File: src/rtl/ps2_packet_rx_if.sv
// PS/2 receiver bus: raw PS/2 lines in, decoded byte/packet/status out.
// Latency: none, wiring only.
// Backpressure: none; outputs are pulses or held values with no ready.
interface ps2_packet_rx_if #(
  parameter int PACKET_BYTES = 3
) ();
  logic                      clk_ps2;
  logic                      data_ps2;
  logic [7:0]                byte_data;
  logic                      byte_valid;
  logic [8*PACKET_BYTES-1:0] packet_data;
  logic                      packet_valid;
  logic                      parity_error;
  logic                      frame_error;
  logic                      align_error;
  logic                      busy;

  // receiver side: consumes the PS/2 lines, produces decoded results
  modport master (
    input  clk_ps2, data_ps2,
    output byte_data, byte_valid, packet_data, packet_valid,
           parity_error, frame_error, align_error, busy
  );

  // device/consumer side: drives the PS/2 lines, observes results
  modport slave (
    output clk_ps2, data_ps2,
    input  byte_data, byte_valid, packet_data, packet_valid,
           parity_error, frame_error, align_error, busy
  );
endinterface

File: src/rtl/ps2_packet_rx.sv
// PS/2 frame receiver with line sync, clock glitch filter and multi-byte packet assembly.
// Latency: byte/packet pulses one clk after the stop-bit strobe (strobe trails the raw fall by sync+filter).
// Backpressure: none; results are single-cycle pulses, consumer must take them when asserted.
module ps2_packet_rx #(
  parameter int SYNC_STAGES    = 2,
  parameter int FILTER_LEN     = 4,
  parameter int TIMEOUT_CYCLES = 200000,
  parameter int PACKET_BYTES   = 3,
  parameter bit SYNC_BIT_CHECK = 1'b1
) (
  input  logic            clk,
  input  logic            reset,
  ps2_packet_rx_if.master bus
);

  localparam int FLT_W = $clog2(FILTER_LEN) + 1;
  localparam int TO_W  = (TIMEOUT_CYCLES > 1) ? $clog2(TIMEOUT_CYCLES) : 1;
  localparam int IDX_W = (PACKET_BYTES > 1) ? $clog2(PACKET_BYTES) : 1;
  localparam int PKT_W = 8 * PACKET_BYTES;

  typedef enum logic [1:0] {
    IDLE   = 2'd0,
    DATA   = 2'd1,
    PARITY = 2'd2,
    STOP   = 2'd3
  } state_t;

  logic [SYNC_STAGES-1:0] clk_sync;
  logic [SYNC_STAGES-1:0] dat_sync;
  logic                   clk_s;
  logic                   dat_s;
  logic [FLT_W-1:0]       flt_cnt;
  logic                   clk_filt;
  logic                   strobe;

  state_t                 state;
  logic [2:0]             bitcnt;
  logic [7:0]             shreg;
  logic                   par_bit;
  logic [TO_W-1:0]        to_cnt;
  logic [IDX_W-1:0]       idx;
  logic [PKT_W-1:0]       slot_q;
  logic [PKT_W-1:0]       next_pkt;
  logic                   par_ok;

  logic [7:0]             byte_data_q;
  logic                   byte_valid_q;
  logic [PKT_W-1:0]       packet_data_q;
  logic                   packet_valid_q;
  logic                   parity_error_q;
  logic                   frame_error_q;
  logic                   align_error_q;

  assign clk_s = clk_sync[SYNC_STAGES-1];
  assign dat_s = dat_sync[SYNC_STAGES-1];

  // Same-depth synchronisers on both lines so data stays aligned to the clock
  always_ff @(posedge clk or negedge reset) begin
    if (!reset) begin
      clk_sync <= '1;
      dat_sync <= '1;
    end else begin
      clk_sync <= {clk_sync[SYNC_STAGES-2:0], bus.clk_ps2};
      dat_sync <= {dat_sync[SYNC_STAGES-2:0], bus.data_ps2};
    end
  end

  // Filtered clock follows the synced clock only after FILTER_LEN agreeing samples;
  // a falling transition of the filtered clock produces a one-cycle strobe
  always_ff @(posedge clk or negedge reset) begin
    if (!reset) begin
      flt_cnt  <= '0;
      clk_filt <= 1'b1;
      strobe   <= 1'b0;
    end else if (clk_s != clk_filt) begin
      if (flt_cnt == FLT_W'(FILTER_LEN - 1)) begin
        clk_filt <= clk_s;
        flt_cnt  <= '0;
        strobe   <= clk_filt & ~clk_s;
      end else begin
        flt_cnt  <= flt_cnt + 1'b1;
        strobe   <= 1'b0;
      end
    end else begin
      flt_cnt <= '0;
      strobe  <= 1'b0;
    end
  end

  // Odd parity over data plus parity bit; packet image with the current byte dropped into its slot
  always_comb begin
    par_ok                 = ^{shreg, par_bit};
    next_pkt               = slot_q;
    next_pkt[8*idx +: 8]   = shreg;
  end

  // Frame FSM, timeout, byte/packet assembly and all registered result pulses
  always_ff @(posedge clk or negedge reset) begin
    if (!reset) begin
      state          <= IDLE;
      bitcnt         <= '0;
      shreg          <= '0;
      par_bit        <= 1'b0;
      to_cnt         <= '0;
      idx            <= '0;
      slot_q         <= '0;
      byte_data_q    <= '0;
      byte_valid_q   <= 1'b0;
      packet_data_q  <= '0;
      packet_valid_q <= 1'b0;
      parity_error_q <= 1'b0;
      frame_error_q  <= 1'b0;
      align_error_q  <= 1'b0;
    end else begin
      byte_valid_q   <= 1'b0;
      packet_valid_q <= 1'b0;
      parity_error_q <= 1'b0;
      frame_error_q  <= 1'b0;
      align_error_q  <= 1'b0;

      if (strobe || state == IDLE) begin
        to_cnt <= '0;
      end else begin
        to_cnt <= to_cnt + 1'b1;
      end

      if (strobe) begin
        case (state)
          IDLE: begin
            // a high data line here is a stray edge, not a start bit
            if (!dat_s) begin
              state  <= DATA;
              bitcnt <= '0;
            end
          end
          DATA: begin
            shreg[bitcnt] <= dat_s;
            bitcnt        <= bitcnt + 1'b1;
            if (bitcnt == 3'd7) begin
              state <= PARITY;
            end
          end
          PARITY: begin
            par_bit <= dat_s;
            state   <= STOP;
          end
          STOP: begin
            state <= IDLE;
            if (dat_s && par_ok) begin
              byte_data_q  <= shreg;
              byte_valid_q <= 1'b1;
              if (SYNC_BIT_CHECK && idx == '0 && !shreg[3]) begin
                // misaligned stream: report it and keep waiting for a valid first byte
                align_error_q <= 1'b1;
              end else begin
                slot_q[8*idx +: 8] <= shreg;
                if (idx == IDX_W'(PACKET_BYTES - 1)) begin
                  packet_data_q  <= next_pkt;
                  packet_valid_q <= 1'b1;
                  idx            <= '0;
                end else begin
                  idx <= idx + 1'b1;
                end
              end
            end else begin
              parity_error_q <= ~par_ok;
              frame_error_q  <= ~dat_s;
              idx            <= '0;
            end
          end
          default: state <= IDLE;
        endcase
      end else if (state != IDLE && to_cnt == TO_W'(TIMEOUT_CYCLES - 1)) begin
        // device stopped clocking mid-frame: drop it and resynchronise on the next start bit
        frame_error_q <= 1'b1;
        state         <= IDLE;
        idx           <= '0;
      end
    end
  end

  assign bus.byte_data    = byte_data_q;
  assign bus.byte_valid   = byte_valid_q;
  assign bus.packet_data  = packet_data_q;
  assign bus.packet_valid = packet_valid_q;
  assign bus.parity_error = parity_error_q;
  assign bus.frame_error  = frame_error_q;
  assign bus.align_error  = align_error_q;
  assign bus.busy         = (state != IDLE);

endmodule

File: src/flat_wrapper.sv
// flat-port wrapper written by rule: the top's interface ports become plain ports
module ps2_packet_rx_flat 
#(
  parameter int SYNC_STAGES    = 2,
  parameter int FILTER_LEN     = 4,
  parameter int TIMEOUT_CYCLES = 200000,
  parameter int PACKET_BYTES   = 3,
  parameter bit SYNC_BIT_CHECK = 1'b1
)
  (clk, reset, bus_clk_ps2, bus_data_ps2, bus_byte_data, bus_byte_valid, bus_packet_data, bus_packet_valid, bus_parity_error, bus_frame_error, bus_align_error, bus_busy);
  ps2_packet_rx_if #(.PACKET_BYTES(PACKET_BYTES)) bus_i ();
  input  logic clk;
  input  logic reset;
  input wire logic [$bits(bus_i.clk_ps2)-1:0] bus_clk_ps2;
  input wire logic [$bits(bus_i.data_ps2)-1:0] bus_data_ps2;
  output wire logic [$bits(bus_i.byte_data)-1:0] bus_byte_data;
  output wire logic [$bits(bus_i.byte_valid)-1:0] bus_byte_valid;
  output wire logic [$bits(bus_i.packet_data)-1:0] bus_packet_data;
  output wire logic [$bits(bus_i.packet_valid)-1:0] bus_packet_valid;
  output wire logic [$bits(bus_i.parity_error)-1:0] bus_parity_error;
  output wire logic [$bits(bus_i.frame_error)-1:0] bus_frame_error;
  output wire logic [$bits(bus_i.align_error)-1:0] bus_align_error;
  output wire logic [$bits(bus_i.busy)-1:0] bus_busy;
  assign bus_i.clk_ps2 = bus_clk_ps2;
  assign bus_i.data_ps2 = bus_data_ps2;
  assign bus_byte_data = bus_i.byte_data;
  assign bus_byte_valid = bus_i.byte_valid;
  assign bus_packet_data = bus_i.packet_data;
  assign bus_packet_valid = bus_i.packet_valid;
  assign bus_parity_error = bus_i.parity_error;
  assign bus_frame_error = bus_i.frame_error;
  assign bus_align_error = bus_i.align_error;
  assign bus_busy = bus_i.busy;
  ps2_packet_rx #(.SYNC_STAGES(SYNC_STAGES), .FILTER_LEN(FILTER_LEN), .TIMEOUT_CYCLES(TIMEOUT_CYCLES), .PACKET_BYTES(PACKET_BYTES), .SYNC_BIT_CHECK(SYNC_BIT_CHECK)) u_core (.clk(clk), .reset(reset), .bus(bus_i));
endmodule
File: config.mk
export PLATFORM = sky130hd
export DESIGN_NAME = ps2_packet_rx_flat
export DESIGN_NICKNAME = d
export VERILOG_FILES = /design/src/rtl/ps2_packet_rx_if.sv /design/src/rtl/ps2_packet_rx.sv /design/src/flat_wrapper.sv
export SDC_FILE = /design/constraint.sdc
export NUM_CORES = 1
export LEC_CHECK = 0
export ABC_AREA = 1
export BUFFER_PORTS_ARGS = -buffer_cell sky130_fd_sc_hd__buf_2
export CORE_MARGIN = 5
export CORE_UTILIZATION = 25
export DETAILED_ROUTE_END_ITERATION = 8
export GPL_TIMING_DRIVEN = 0
export PLACE_DENSITY = 0.5
export SYNTH_ARGS = -nofsm -noshare
export SYNTH_HDL_FRONTEND = slang
export SYNTH_SLANG_ARGS = --single-unit
File: constraint.sdc
create_clock -name clk -period 4.7 [get_ports clk]
set_input_delay 0.705 -clock clk [delete_from_list [all_inputs] [get_ports clk]]
set_output_delay 0.705 -clock clk [all_outputs]
set_load 0.02 [all_outputs]
* Word level (Yosys, flattened, before mapping)
Index checks and enable logic that the tools add are counted.
Cells by class: reduce and logical (&&, ||, !) cells 21, muxes and demuxes 40, bitwise logic cells 5, $add $sub $neg 5, eq/ne operators 13, shift operators 2, magnitude comparators 2
Operators by type and width (number):
- 5-bit negation with 34-bit output | 1
- 8-bit by 34-bit variable shift with 24-bit output, first input constant | 1
- 8-bit by 34-bit indexed part select with 24-bit output | 1
- 24-bit bitwise mux | 1
- 1-bit two-way mux | 22
- 18-bit by 1-bit adder with 18-bit output, second input constant | 1
- 18-bit == test, second input constant | 1
- 18-bit two-way mux | 1
- 2-bit two-way mux | 9
- 3-bit AND reduction | 4
- 3-bit two-way mux | 3
- 3-bit inequality test, second input constant | 3
- 9-bit parity | 1
- 8-bit bitwise mux | 1
- 2-bit case mux with 4 select lines | 1
- 3-bit by 1-bit adder with 3-bit output, second input constant | 2
- 2-bit == test, second input constant | 3
- 3-bit case mux with 2 select lines | 1
- 2-bit AND reduction | 3
- 2-bit nonzero test | 3
- 5-bit AND reduction | 1
- 1-bit logical AND | 4
- 2-bit logical NOT | 2
- 3-bit by 4-bit < comparator with 1-bit output, second input constant | 1
- 13 further kinds | 17
Storage, ports and cells: bits in registers 104, output and inout port bits 38, word-level logic and storage cells 107, bits of input ports 4

* Longest topological paths before layout
Gate-level depths: netlist (run 1).
depth after elaboration 6, mapped depth 13, gate-level depth less buffers 13

* Least setup slack after synthesis (run 1)
No wires, ideal clock.
kind flip-flop to flip-flop, from register u_core.idx[0], to register u_core.packet_data_q[3], in the netlist u_core.bus.packet_data[3], cell stages (with the launch flop) 10, required time 4.582 ns, slack 3.021 ns, arrival 1.561 ns, period minus slack after synthesis 1.679 ns, setup time 0.118 ns, path buffers 1, cells stage by stage dfrtp_1 inv_1 ha_1 inv_1 nor2_1 nor2_2 nand4_4 buf_6 nand2_1 nand2_1
On the way: word-level cells in the longest chain between the ends 4, elaborated cells on any way between the ends 9, those cells by class 1 x add/sub; 1 x eq/ne; 2 x shift; 1 x mux; 1 x bitwise; 3 x reduce/logical
RTL lines:
- start, declared | line ps2_packet_rx.sv:41 | logic [IDX_W-1:0] idx;
- start signal, assigned | line ps2_packet_rx.sv:162 | idx <= idx + 1'b1;
- parallel branches: the longest is 4 deep, another holds 5-bit negation with 34-bit output
- end signal, assigned | line ps2_packet_rx.sv:158 | packet_data_q <= next_pkt;
- end, declared | line ps2_packet_rx.sv:48 | logic [PKT_W-1:0] packet_data_q;
Several ways; the timed one is not identified. A chain may end at the register's enable or synchronous reset.

* Final worst setup path (run 1)
from register u_core.state[1], to output port bus_busy
On the way: word-level cells in the longest chain between the ends 1
RTL lines:
- start, declared | line ps2_packet_rx.sv:36 | state_t state;
- start signal, assigned | line ps2_packet_rx.sv:100 | state <= IDLE;
- start signal, assigned | line ps2_packet_rx.sv:132 | state <= DATA;
- start signal, assigned | line ps2_packet_rx.sv:140 | state <= PARITY;
- 2-bit nonzero test | line ps2_packet_rx.sv:189 | assign bus.busy = (state != IDLE);
- end, declared | line flat_wrapper.sv:23 | output wire logic [$bits(bus_i.busy)-1:0] bus_busy;
Every way passes these cells.

==> results of run 1 <==
-- power groups by stage --
stage                     sequential [W]  combinational, W  clock [W]
after CTS                       0.000850         0.0000626   0.000745
final                           0.000850         0.0000592   0.000716
after detailed placement        0.000866         0.0000622          0
after global routing            0.000851         0.0000736   0.000786
after floorplan                 0.000864         0.0000323          0
after global placement          0.000865         0.0000554          0
-- registers in the layout, summed over array words and instances (netlist names), 2 cells and up --
name	flops
u_core.shreg	8
u_core.dat_sync	2
u_core.flt_cnt	3
u_core.to_cnt	18
u_core.bus.packet_data	24
u_core.bus.byte_data	8
u_core.clk_sync	2
u_core.idx	2
u_core.slot_q	16
u_core.bitcnt	3
u_core.state	2
-- metal layers --
metal	wire length (µm)	GRT usage, %	share of wire (%)	vias to the layer above
li1	-	-	-	1887
met1	5160	13.6	46	1829
met2	5320	17.7	47	76
met3	633	4.11	5.6	8
met4	176	3.74	1.6	0
met5	0	0	0	-
-- cell usage in the layout (no fill, tap or decap), types with 2 or more instances in the layout --
cell	n
sky130_fd_sc_hd__a21oi_1	15
sky130_fd_sc_hd__a22oi_1	3
sky130_fd_sc_hd__a31oi_1	10
sky130_fd_sc_hd__a32o_1	6
sky130_fd_sc_hd__buf_2	43
sky130_fd_sc_hd__buf_6	9
sky130_fd_sc_hd__clkbuf_1	3
sky130_fd_sc_hd__clkbuf_16	9
sky130_fd_sc_hd__clkbuf_4	2
sky130_fd_sc_hd__clkinv_1	2
sky130_fd_sc_hd__clkinvlp_4	2
sky130_fd_sc_hd__dfrtp_1	91
sky130_fd_sc_hd__dfstp_2	5
sky130_fd_sc_hd__ha_1	15
sky130_fd_sc_hd__inv_1	62
sky130_fd_sc_hd__inv_2	5
sky130_fd_sc_hd__inv_6	3
sky130_fd_sc_hd__nand2_1	134
sky130_fd_sc_hd__nand2_2	6
sky130_fd_sc_hd__nand2_4	3
sky130_fd_sc_hd__nand3_1	26
sky130_fd_sc_hd__nand3_2	5
sky130_fd_sc_hd__nand3_4	3
sky130_fd_sc_hd__nand4_1	26
sky130_fd_sc_hd__nor2_1	46
sky130_fd_sc_hd__nor2_2	3
sky130_fd_sc_hd__nor3_1	12
sky130_fd_sc_hd__nor4_1	2
sky130_fd_sc_hd__o21ai_0	18
sky130_fd_sc_hd__o21ai_1	2
sky130_fd_sc_hd__o21ai_2	8
sky130_fd_sc_hd__o22ai_1	8
sky130_fd_sc_hd__xor2_1	2
-- how the worst max path moves through the flow --
stage                                from                         end  slack (ps)  depth (start not counted)
final                     u_core.state[1]                    bus_busy        2540                          4
after global routing      u_core.state[1]                    bus_busy        2390                          4
after CTS                 u_core.state[1]                    bus_busy        2520                          4
after detailed placement    u_core.idx[0]           u_core.slot_q[10]        2670                          8
after global placement              reset  u_core.bus.packet_data[18]        1900                          1
after floorplan             u_core.idx[0]   u_core.bus.packet_data[3]        3020                          9
-- kinds of logic (layout without fill, tap and decap cells) --
family,count (synthesis),count (layout),share of synthesized area [%]
AO/OA/AOI/OAI,71,71,9.57
XOR/XNOR,4,4,0.892
adder cells (fa/ha/maj),15,15,3.93
buffers and inverters,88,146,8.81
flip-flops,96,96,50.5
AND/OR/NAND/NOR,267,267,26.3
-- worst max-delay path: cells and delay by family, from the launching register on --
family	cells	cell delay, ps
adder cells (fa/ha/maj)	1	280
buffers and inverters	3	390
flip-flops	1	420
-- cell type report --
class / count / area, µm² / share of cell area, %
clock buffer: 9 / 225 / 4.04
multi-input combinational: 357 / 1940 / 34.8
clock inverter: 7 / 61.3 / 1.10
inverter: 69 / 259 / 4.64
tap: 234 / 293 / 5.25
buffer: 19 / 161 / 2.89
sequential: 96 / 2410 / 43.2
timing repair buffer: 42 / 228 / 4.08
-- through the flow --
stage	utilization, %	worst slack (ps)	instance area (µm²)	hold slack (ps)	power [W]
4_1_cts	29.7	2520	5580	360	0.00166
6_report	29.7	2540	5580	359	0.00163
5_1_grt	29.7	2390	5580	365	0.00171
2_1_floorplan	-	3020	4770	345	0.000896
3_5_place_dp	28.2	2670	5290	350	0.000928
3_3_place_gp	28.1	1900	5270	348	0.000921
==> impl_summary.log, run 1 <==
INFO  metric drc_errors = 0
INFO  metric type_of_element_capturing_the_critical_path = output port
INFO  metric gpl.final_weighted_congestion = 0.847
INFO  metric max-clock-path-buffers = 2
INFO  metric critical_path.reg2reg.endpoint = u_core.bus.packet_data[0]
INFO  metric drive_above_1_share = 19.2%
INFO  metric area_of_the_die = 21,900 µm²
INFO  metric finalHoldViolCount = 0
INFO  metric synth-warning-count = 0
INFO  metric setup_viol_count_final = 0
INFO  metric ys_top_cells_by_count = sky130_fd_sc_hd__nand2_1, sky130_fd_sc_hd__dfrtp_1, sky130_fd_sc_hd__inv_1, sky130_fd_sc_hd__nor2_1
INFO  metric core = 18,800 µm²
INFO  metric final_period_minus_worst_setup_slack = 2160 ps
INFO  metric synth_enable_flop_cells = 0
INFO  metric crit_required = 3990 ps
INFO  metric p_sw_share = 24.4%
INFO  metric ctsHtreeMaxLevel = 3
INFO  metric max_slew_margin = 51.6%
INFO  metric rrSetupSlack = 2630 ps
INFO  metric power.density_cell_area = 291 nW/µm²
INFO  metric slowest_stage = sky130_fd_sc_hd__dfrtp_1
INFO  metric start_util = 25.4%
INFO  metric cts_resized = 0
INFO  metric sum_neg_setup_slack = 0 ps
INFO  metric clkTransAtPathRegs = 70 ps
INFO  metric power.switching = 0.000396 W
INFO  metric dominantRegCellSynth = sky130_fd_sc_hd__dfrtp_1
INFO  metric synth_area_leaders = sky130_fd_sc_hd__dfrtp_1, sky130_fd_sc_hd__nand2_1, sky130_fd_sc_hd__inv_1, sky130_fd_sc_hd__ha_1, sky130_fd_sc_hd__nor2_1
INFO  metric synthDistinctLibCells = 36
INFO  metric dpl.hpwl = 8310 µm
INFO  metric cts.root.buffer_cell = sky130_fd_sc_hd__clkbuf_16
INFO  metric critical_path.reg2reg.startpoint = u_core.idx[0]
INFO  metric status = complete, no violations
INFO  metric power_report.internal_total = 0.00123 W
INFO  metric first_global_vias = 3,825
INFO  metric horizontal_extent_of_the_die = 148 µm
INFO  metric maxSlewViolCount = 0
INFO  metric vias = 3,800
INFO  metric die_height = 148 µm
INFO  metric synth_area = 4770 µm²
INFO  metric wl_per_cell = 13.6 µm
INFO  metric grt_pass1_wl = 19,300 µm
INFO  metric worstHoldPathType = reg2reg
INFO  metric clock-sinks = 96
INFO  metric drt_first_iter_violations = 275
INFO  metric worstPathArrival = 1450 ps
INFO  metric leakage_power_summed_over_all_cells = 2.73 nW
INFO  metric crit_fanout = 5
INFO  metric numCtsBuffers = 9
INFO  metric worst_r2r_path_depth = 8
INFO  metric placement.io_buffers = 41
INFO  metric path_cells = inv_1 > ha_1 > inv_1 > buf_2
INFO  metric critical_path.max_stage_delay = 420 ps
INFO  metric syn_inst = 541
INFO  metric yosys.cell_count.top_type = sky130_fd_sc_hd__nand2_1
INFO  metric ant_nets = 0
INFO  metric critPathKind = reg2out
INFO  metric library_cell_appearing_most_often_on_the_critical_path = sky130_fd_sc_hd__inv_1
INFO  metric ctsHoldBuffers = 0
INFO  metric postSynth.asyncResetShare = 100%
INFO  metric area_growth_syn_to_layout = 16.9%
INFO  metric drt_wl_total = 11,300 µm
INFO  metric postCtsSetupRepairBufs = 0
INFO  metric yosys_register_bits = 96
INFO  metric launch_instance_of_the_worst_min_delay_path = u_core.clk_sync[0]
INFO  metric worst_hold_endpoint = u_core.clk_sync[1]
INFO  metric tritoncts = done
INFO  metric crit_path_start_kind = register
INFO  metric insertion_delay_to_the_later_sink_of_the_worst_skew_pair = 360 ps
INFO  metric achievable-frequency = 0.464 GHz
INFO  metric portion_of_the_clock_cycle_consumed_by_the_worst_path_in_the_final_layout = 45.9%
INFO  metric layout.cells.non_filler = 833
INFO  metric yosysTopAreaCellShare = 47.7%
INFO  metric boundary_pins = 42
INFO  metric drt_first_pass_iters = 5
INFO  metric num_rows = 50
INFO  metric worst_slew_pin_slew = 725 ps
INFO  metric number_of_diodes = 0
INFO  metric layout.filler_cells = 1,997
INFO  metric clkPwrFrac = 44.1%
INFO  metric power.combinational.fraction = 3.6%
INFO  metric grt-ovfl-total = 0
INFO  metric number_of_antenna_violations_at_the_first_check_in_global_routing = 0
INFO  metric synth_area_leader_cell = sky130_fd_sc_hd__dfrtp_1
INFO  metric worst_hold_path.num_cells = 0
INFO  metric rsz0062_at_grt = false
INFO  metric all_layer_global_routing_usage = 11.0%
INFO  metric finClkSkew = 7.58 ps
INFO  metric power.sequential.fraction = 52.3%
INFO  metric cap_violations = 0
INFO  metric vdd_ir_drop_max = 0.167 mV
INFO  metric post_synth.cell_area_avg = 8.82 µm²
INFO  metric grt_max_degree = 56
INFO  metric ys_seq_area_share = 50.5%
INFO  metric postSynthNetCount = 560
INFO  metric final_nets = 613
INFO  metric drt-vias-per-instance = 4.56
INFO  metric placed_cells = 817
No activity file was read; power rests on OpenSTA's default activity.
==> run 2, diff against run 1 <==
--- a/config.mk
+++ b/config.mk
@@ -5,7 +5,7 @@
 export SDC_FILE = /design/constraint.sdc
 export NUM_CORES = 1
 export LEC_CHECK = 0
-export ABC_AREA = 1
+export ABC_AREA = 0
 export BUFFER_PORTS_ARGS = -buffer_cell sky130_fd_sc_hd__buf_2
 export CORE_MARGIN = 5
 export CORE_UTILIZATION = 25
==> constraint.sdc (replaced) <==
create_clock -name clk -period 2.26 [get_ports clk]
set_input_delay 0.339 -clock clk [delete_from_list [all_inputs] [get_ports clk]]
set_output_delay 0.339 -clock clk [all_outputs]
set_load 0.02 [all_outputs]
==> impl_summary.log, run 2 <==
INFO  metric status = complete, no violations (unchanged)
INFO  metric drt_first_pass_iters = 4 (was 5)
INFO  metric post_synth.cell_area_avg = 11.1 µm² (was 8.82 µm²)
INFO  metric max_slew_margin = 63.4% (was 51.6%)
INFO  metric crit_required = 2540 ps (was 3990 ps)
INFO  metric yosys_register_bits = 96 (unchanged)
INFO  metric first_global_vias = 3,149 (was 3,825)
INFO  metric area_growth_syn_to_layout = 21.7% (was 16.9%)
INFO  metric placed_cells = 666 (was 817)
INFO  metric cap_violations = 0 (unchanged)
INFO  metric crit_path_start_kind = register (unchanged)
INFO  metric final_period_minus_worst_setup_slack = 2170 ps
INFO  metric numCtsBuffers = 9 (unchanged)
INFO  metric setup_viol_count_final = 0 (unchanged)
INFO  metric synth_enable_flop_cells = 0 (unchanged)
INFO  metric critPathKind = reg2reg (was reg2out)
INFO  metric most-common-layout-cells = sky130_fd_sc_hd__dfrtp_1, sky130_fd_sc_hd__buf_2, sky130_fd_sc_hd__nor2_1 (was sky130_fd_sc_hd__nand2_1, sky130_fd_sc_hd__dfrtp_1, sky130_fd_sc_hd__inv_1)
INFO  metric synth_area_leaders = sky130_fd_sc_hd__dfrtp_1, sky130_fd_sc_hd__ha_1, sky130_fd_sc_hd__a21oi_1, sky130_fd_sc_hd__a22o_1, sky130_fd_sc_hd__nor2_1 (was sky130_fd_sc_hd__dfrtp_1, sky130_fd_sc_hd__nand2_1, sky130_fd_sc_hd__inv_1, sky130_fd_sc_hd__ha_1, sky130_fd_sc_hd__nor2_1)
INFO  metric largest_register_ffs = 24 (unchanged)
INFO  metric dpl.hpwl = 6830 µm (was 8310 µm)
INFO  metric totalPowerFinal = 0.00366 W (was 0.00163 W)
INFO  metric die_height = 143 µm (was 148 µm)
INFO  metric num_rows = 48 (was 50)
INFO  metric most_common_cell_after_layout_fill_and_taps_aside = sky130_fd_sc_hd__dfrtp_1 (was sky130_fd_sc_hd__nand2_1)
INFO  metric fin_hold_ws = 87.3 ps (was 359 ps)
INFO  metric power.switching = 0.000904 W (was 0.000396 W)
INFO  metric power.density_cell_area = 682 nW/µm² (was 291 nW/µm²)
INFO  metric drt-vias-per-instance = 4.46 (was 4.56)
INFO  metric postSynth.asyncResetShare = 100% (unchanged)
INFO  metric yosysTopAreaCellShare = 51.6% (was 47.7%)
INFO  metric insertion_delay_to_the_later_sink_of_the_worst_skew_pair = 350 ps (was 360 ps)
INFO  metric ctsHtreeMaxLevel = 3 (unchanged)
INFO  metric placement.setup.worst_slack = -281 ps (was 2670 ps)
INFO  metric achievable-frequency = 0.460 GHz
INFO  metric type_of_element_capturing_the_critical_path = register (was output port)
INFO  metric drt_first_iter_violations = 151 (was 275)
INFO  metric boundary_pins = 42 (unchanged)
INFO  metric number_of_antenna_violations_at_the_first_check_in_global_routing = 0 (unchanged)
INFO  metric finalHoldViolCount = 0 (unchanged)
INFO  metric multi_input_gate_area_in_the_final_layout = 1920 µm² (was 1940 µm²)
INFO  metric vdd_ir_drop_max = 0.365 mV (was 0.167 mV)
INFO  metric layout.cells.non_filler = 686 (was 833)
INFO  metric area_of_the_die = 20,400 µm² (was 21,900 µm²)
INFO  metric crit_fanout = 10 (was 5)
INFO  metric power.sequential.fraction = 49.6% (was 52.3%)
INFO  metric grt_pass1_wl = 16,400 µm (was 19,300 µm)
INFO  metric syn_inst = 399 (was 541)
INFO  metric tritoncts = done (unchanged)
INFO  metric grt_max_degree = 58 (was 56)
INFO  metric portion_of_the_clock_cycle_consumed_by_the_worst_path_in_the_final_layout = 96.1%
INFO  metric ys_seq_area_share = 54.5% (was 50.5%)
INFO  metric gpl.final_weighted_congestion = 0.772 (was 0.847)
INFO  metric core = 17,300 µm² (was 18,800 µm²)
INFO  metric ff_latch_area = 2410 µm² (about the same)
INFO  metric power.combinational.fraction = 9.0% (was 3.6%)
INFO  metric drt_wl_total = 9830 µm (was 11,300 µm)
INFO  metric final_nets = 475 (was 613)
INFO  metric vias = 3,059 (was 3,800)
INFO  metric drc_errors = 0 (unchanged)
INFO  metric final_core_util = 31.1% (was 29.7%)
INFO  metric synth_area = 4420 µm² (was 4770 µm²)
INFO  metric grt-ovfl-total = 0 (unchanged)
INFO  metric p_sw_share = 24.7% (was 24.4%)
INFO  metric synth-warning-count = 0 (unchanged)
INFO  metric synthDistinctLibCells = 51 (was 36)
INFO  metric dominantRegCellSynth = sky130_fd_sc_hd__dfrtp_1 (unchanged)
INFO  metric finClkSkew = 12.5 ps (was 7.58 ps)
INFO  metric max-clock-path-buffers = 2 (unchanged)
INFO  metric maxSlewViolCount = 0 (unchanged)
INFO  metric power_report.internal_total = 0.00276 W (was 0.00123 W)
INFO  metric number_of_diodes = 0 (unchanged)
INFO  metric cts.root.buffer_cell = sky130_fd_sc_hd__clkbuf_16 (unchanged)
INFO  metric yosys.cell_count.top_type = sky130_fd_sc_hd__dfrtp_1 (was sky130_fd_sc_hd__nand2_1)
INFO  metric postSynthNetCount = 418 (was 560)
INFO  metric start_util = 25.5% (was 25.4%)
INFO  metric timing.final.ws_setup = 87.4 ps (was 2540 ps)
INFO  metric worst_slew_pin_slew = 550 ps (was 725 ps)
INFO  metric all_layer_global_routing_usage = 10.1% (was 11.0%)
INFO  metric ant_nets = 0 (unchanged)
INFO  metric clkPwrFrac = 41.4% (was 44.1%)
INFO  metric clkTransAtPathRegs = 70 ps (about the same)
INFO  metric wl_per_cell = 14.3 µm (was 13.6 µm)
INFO  metric leakage_power_summed_over_all_cells = 2.58 nW (was 2.73 nW)
INFO  metric layout.filler_cells = 1,832 (was 1,997)
INFO  metric clock-sinks = 96 (unchanged)
INFO  metric worstHoldPathType = in2reg (was reg2reg)
INFO  metric placement.io_buffers = 41 (unchanged)
INFO  metric worstPathArrival = 2450 ps (was 1450 ps)
INFO  metric synth_area_leader_cell = sky130_fd_sc_hd__dfrtp_1 (unchanged)
INFO  metric ys_top_cells_by_count = sky130_fd_sc_hd__dfrtp_1, sky130_fd_sc_hd__nor2_1, sky130_fd_sc_hd__a21oi_1, sky130_fd_sc_hd__inv_1 (was sky130_fd_sc_hd__nand2_1, sky130_fd_sc_hd__dfrtp_1, sky130_fd_sc_hd__inv_1, sky130_fd_sc_hd__nor2_1)
INFO  metric drive_above_1_share = 24.3% (was 19.2%)
INFO  metric horizontal_extent_of_the_die = 143 µm (was 148 µm)
==> run 2: cell count changes in the layout (fill, tap and decap cells not counted), sizes merged, moves of 18 or more <==
cell / previous run / this run
inv: 71 / 21
nor2b: 0 / 18
nand3: 34 / 12
a21oi: 16 / 37
nand4: 27 / 9
mux2: 0 / 18
nand2: 143 / 19
==> run 2: cells by family (layout without fill, tap and decap cells) <==
| kind of cell | Yosys count | after routing | share of synthesized area, % |
|---|---|---|---|
| and+or+nand+nor | 130 | 130 | 16.0 |
| buffers and inverters | 41 | 103 | 3.83 |
| muxes | 21 | 21 | 5.36 |
| adders and majority gates | 15 | 15 | 4.25 |
| xor gates and xnor gates | 21 | 21 | 5.58 |
| DFF | 96 | 96 | 54.5 |
| AOI/OAI and AO/OA | 75 | 75 | 10.5 |
==> run 2: cell type report <==
| class | count | share of cell area [%] |
|---|---|---|
| Buffer | 15 | 1.33 |
| Clock buffer | 10 | 4.26 |
| Clock inverter | 6 | 1.23 |
| Inverter | 19 | 1.33 |
| Multi-Input combinational cell | 262 | 35.8 |
| Sequential cell | 96 | 44.9 |
| Tap cell | 225 | 5.24 |
| Timing Repair Buffer | 53 | 5.96 |
==> run 2: path summary, 6_finish.rpt <==
kind                               startpoint                         end  slack [ps]  cells past startpoint
max                           u_core.shreg[7]  u_core.bus.packet_data[23]          90                      7
min                              bus_data_ps2          u_core.dat_sync[0]          90                      1
max reg2reg                   u_core.shreg[7]  u_core.bus.packet_data[23]          90                      7
min reg2reg                u_core.clk_sync[0]          u_core.clk_sync[1]         360                      0
max in group asynchronous               reset            u_core.slot_q[3]        1090                      3
min in group asynchronous               reset               u_core.strobe         520                      2
==> run 2: metrics by stage <==
step,TNS [ps],cell area (µm²)
3_3_place_gp,-14470,4900
5_1_grt,-11.8,5370
6_report,0,5370
2_1_floorplan,0,4420
4_1_cts,0,5300
3_5_place_dp,-5570,4930
==> run 2: metal layers <==
layer	track usage [%]	share of wire, %	up-vias
li1	-	-	1488
met1	13.0	46	1506
met2	16.1	48	51
met3	3.55	4.7	14
met4	2.95	1.3	0
met5	0	0	-
==> run 2: repair_timing <==
item	in CTS	in global routing
hold buffers	1	0
pin swaps	2	2
setup endpoints to repair	48	48
setup buffers	4	6
hold endpoints to repair	34	0
resized for setup	10	8
==> run 2: power by group through the flow <==
stage	clock (W)	combinational, W	sequential [W]
floorplan	0	0.000201	0.00184
global placement	0	0.000298	0.00184
detailed placement	0	0.000313	0.00185
CTS	0.00159	0.000320	0.00182
global route	0.00165	0.000373	0.00182
finish	0.00152	0.000328	0.00182
==> run 2: worst max-delay path: stages (launching register included) <==
cell and delay [ps]:
sky130_fd_sc_hd__dfrtp_1 350, sky130_fd_sc_hd__buf_2 190, sky130_fd_sc_hd__xnor2_2 160, sky130_fd_sc_hd__xnor3_2 490, sky130_fd_sc_hd__mux2i_4 380, sky130_fd_sc_hd__buf_2 290, sky130_fd_sc_hd__nand3_1 130, sky130_fd_sc_hd__o21ai_1 100
==> run 3, diff against run 2 <==
--- a/config.mk
+++ b/config.mk
@@ -8,10 +8,11 @@
 export ABC_AREA = 0
 export BUFFER_PORTS_ARGS = -buffer_cell sky130_fd_sc_hd__buf_2
 export CORE_MARGIN = 5
-export CORE_UTILIZATION = 25
+export CORE_UTILIZATION = 50
 export DETAILED_ROUTE_END_ITERATION = 8
 export GPL_TIMING_DRIVEN = 0
-export PLACE_DENSITY = 0.5
+export PLACE_DENSITY = 0.79
+export SETUP_SLACK_MARGIN = 0.4
 export SYNTH_ARGS = -nofsm -noshare
 export SYNTH_HDL_FRONTEND = slang
 export SYNTH_SLANG_ARGS = --single-unit
==> impl_summary.log, run 3 (synthesis results as in run 2) <==
INFO  metric tritoncts = done (unchanged)
INFO  metric leakage_power_summed_over_all_cells = 2.74 nW (was 2.58 nW)
INFO  metric start_util = 50.9% (was 25.5%)
INFO  metric finClkSkew = 10.8 ps (was 12.5 ps)
INFO  metric worst_slew_pin_slew = 487 ps (was 550 ps)
INFO  metric vias = 3,255 (was 3,059)
INFO  metric crit_path_start_kind = register (unchanged)
INFO  metric type_of_element_capturing_the_critical_path = register (unchanged)
INFO  metric worstPathArrival = 2500 ps (was 2450 ps)
INFO  metric cpLargestDelayFamily = XOR/XNOR gates (unchanged)
INFO  metric critPathKind = reg2reg (unchanged)
INFO  metric grt_pass1_wl = 16,600 µm (was 16,400 µm)
INFO  metric drive_above_1_share = 36.0% (was 24.3%)
INFO  metric all_layer_global_routing_usage = 18.8% (was 10.1%)
INFO  metric power.density_cell_area = 572 nW/µm² (was 682 nW/µm²)
INFO  metric final_core_util = 64.9% (was 31.1%)
INFO  metric number_of_diodes = 0 (unchanged)
INFO  metric clkTransAtPathRegs = 90 ps (was 70 ps)
INFO  metric placement.io_buffers = 41 (unchanged)
INFO  metric status = complete, no violations (unchanged)
INFO  metric portion_of_the_clock_cycle_consumed_by_the_worst_path_in_the_final_layout = 99.1% (was 96.1%)
INFO  metric path_cells = buf_4 > xnor2_2 > xnor3_2 > xnor2_4 > buf_6 > nand4_4 > a22o_1 (was buf_2 > xnor2_2 > xnor3_2 > mux2i_4 > buf_2 > nand3_1 > o21ai_1)
INFO  metric final_period_minus_worst_setup_slack = 2240 ps (was 2170 ps)
INFO  metric dpl.hpwl = 5940 µm (was 6830 µm)
INFO  metric max_slew_margin = 67.5% (was 63.4%)
INFO  metric drt_wl_total = 10,100 µm (was 9830 µm)
INFO  metric die_height = 104 µm (was 143 µm)
INFO  metric worstHoldPathType = in2reg (unchanged)
INFO  metric layout.filler_cells = 613 (was 1,832)
INFO  metric most-common-layout-cells = sky130_fd_sc_hd__dfrtp_1, sky130_fd_sc_hd__buf_2, sky130_fd_sc_hd__a21oi_1 (was sky130_fd_sc_hd__dfrtp_1, sky130_fd_sc_hd__buf_2, sky130_fd_sc_hd__nor2_1)
INFO  metric horizontal_extent_of_the_die = 104 µm (was 143 µm)
INFO  metric max-clock-path-buffers = 2 (unchanged)
INFO  metric rsz0062_at_grt = true
INFO  metric number_of_buffers_and_inverters_on_the_critical_path = 2 (unchanged)
INFO  metric most_common_cell_after_layout_fill_and_taps_aside = sky130_fd_sc_hd__dfrtp_1 (unchanged)
INFO  metric insertion_delay_to_the_later_sink_of_the_worst_skew_pair = 370 ps (was 350 ps)
INFO  metric area_growth_syn_to_layout = 27.6% (was 21.7%)
INFO  metric critical_path.max_stage_delay = 480 ps (was 490 ps)
INFO  metric vdd_ir_drop_max = 0.410 mV (was 0.365 mV)
INFO  metric boundary_pins = 42 (unchanged)
INFO  metric core = 8680 µm² (was 17,300 µm²)
INFO  metric num_rows = 34 (was 48)
INFO  metric final_nets = 495 (was 475)
INFO  metric grt_max_degree = 61 (was 58)
INFO  metric grt-ovfl-total = 0 (unchanged)
INFO  metric drt_first_pass_iters = 4 (unchanged)
INFO  metric gpl.final_weighted_congestion = 0.810 (was 0.772)
INFO  metric number_of_antenna_violations_at_the_first_check_in_global_routing = 0 (unchanged)
INFO  metric drt_first_iter_violations = 170 (was 151)
INFO  metric first_global_vias = 3,287 (was 3,149)
INFO  metric area_of_the_die = 10,800 µm² (was 20,400 µm²)
INFO  metric cap_violations = 0 (unchanged)
INFO  metric ctsHtreeMaxLevel = 3 (unchanged)
INFO  metric slowest_stage = sky130_fd_sc_hd__xnor3_2 (unchanged)
INFO  metric crit_fanout = 8 (was 10)
INFO  metric setup_viol_count_final = 0 (unchanged)
INFO  metric largest_register_ffs = 24 (unchanged)
INFO  metric crit_required = 2520 ps (was 2540 ps)
INFO  metric drc_errors = 0 (unchanged)
INFO  metric wl_per_cell = 17.2 µm (was 14.3 µm)
INFO  metric clock-sinks = 96 (unchanged)
INFO  metric achievable-frequency = 0.446 GHz (was 0.460 GHz)
INFO  metric finalHoldViolCount = 0 (unchanged)
INFO  metric timing.final.ws_setup = 20.2 ps (was 87.4 ps)
INFO  metric ant_nets = 0 (unchanged)
INFO  metric drt-vias-per-instance = 5.53 (was 4.46)
INFO  metric numCtsBuffers = 9 (unchanged)
INFO  metric placement.setup.worst_slack = -147 ps (was -281 ps)
INFO  metric maxSlewViolCount = 0 (unchanged)
INFO  metric cts.root.buffer_cell = sky130_fd_sc_hd__clkbuf_8 (was sky130_fd_sc_hd__clkbuf_16)
==> run 3: metrics by stage <==
step | setup TNS, ps | hold WS, ps | total power [W] | std cells | area, µm²
2_1_floorplan | 0 | 43.4 | 0.00204 | 399 | 4440
3_3_place_gp | -678 | 347 | 0.00213 | 548 | 4780
3_5_place_dp | -1670 | 333 | 0.00216 | 549 | 4810
4_1_cts | 0 | 44.4 | 0.00323 | 581 | 5390
5_1_grt | -61.1 | 34.1 | 0.00338 | 589 | 5630
6_report | 0 | 58.9 | 0.00322 | 589 | 5630
==> run 3: final timing paths <==
| kind | from | endpoint | slack, ps | depth (start not counted) |
|---|---|---|---|---|
| worst min-delay path | bus_data_ps2 | u_core.dat_sync[0] | 60 | 1 |
| worst max-delay path | u_core.shreg[7] | u_core.slot_q[14] | 20 | 7 |
| worst max register to register | u_core.shreg[7] | u_core.slot_q[14] | 20 | 7 |
| worst min register to register | u_core.dat_sync[0] | u_core.dat_sync[1] | 360 | 0 |
| max in group asynchronous | reset | u_core.clk_sync[1] | 1100 | 3 |
| min in group asynchronous | reset | u_core.bus.packet_data[11] | 470 | 2 |
==> run 3: cell type report <==
type | instances | area, µm² | share of cell area [%]
flip-flops and latches | 96 | 2410 | 42.8
inverters | 19 | 71.3 | 1.27
repair buffers | 64 | 488 | 8.66
plain buffers | 22 | 194 | 3.44
clock buffers | 10 | 138 | 2.44
multi-input cells | 264 | 2150 | 38.2
well taps | 108 | 135 | 2.40
clock inverters | 6 | 43.8 | 0.777
==> run 3: power breakdown <==
part | internal [W] | total (W) | switching (W)
logic | 0.000150 | 0.000369 | 0.000219
registers | 0.00177 | 0.00181 | 0.0000394
clock network | 0.000434 | 0.00104 | 0.000606
total | 0.00236 | 0.00322 | 0.000865
==> run 3: metal layers <==
metal  wire (µm)  global-route usage [%]  up-vias
met3         542                    4.22       27
met2        5360                    31.2       90
met5           0                       0        -
met4         313                    7.86        0
met1        3890                    23.5     1601
li1            -                       -     1537
==> run 3: what timing repair did <==
item,4_1_cts,5_1_grt
pin swaps,12,5
buffers inserted,12,7
resized for setup,64,48
cloned,3,1
hold buffers,1,0
hold endpoints to repair,36,0
setup endpoints to repair,64,70
==> run 3: worst reg2reg max path, cell delays in order, from the launching register on <==
cell                      delay [ps]
sky130_fd_sc_hd__dfrtp_1         390
sky130_fd_sc_hd__buf_4           190
sky130_fd_sc_hd__xnor2_2         210
sky130_fd_sc_hd__xnor3_2         480
sky130_fd_sc_hd__xnor2_4         310
sky130_fd_sc_hd__buf_6           170
sky130_fd_sc_hd__nand4_4         130
sky130_fd_sc_hd__a22o_1          250
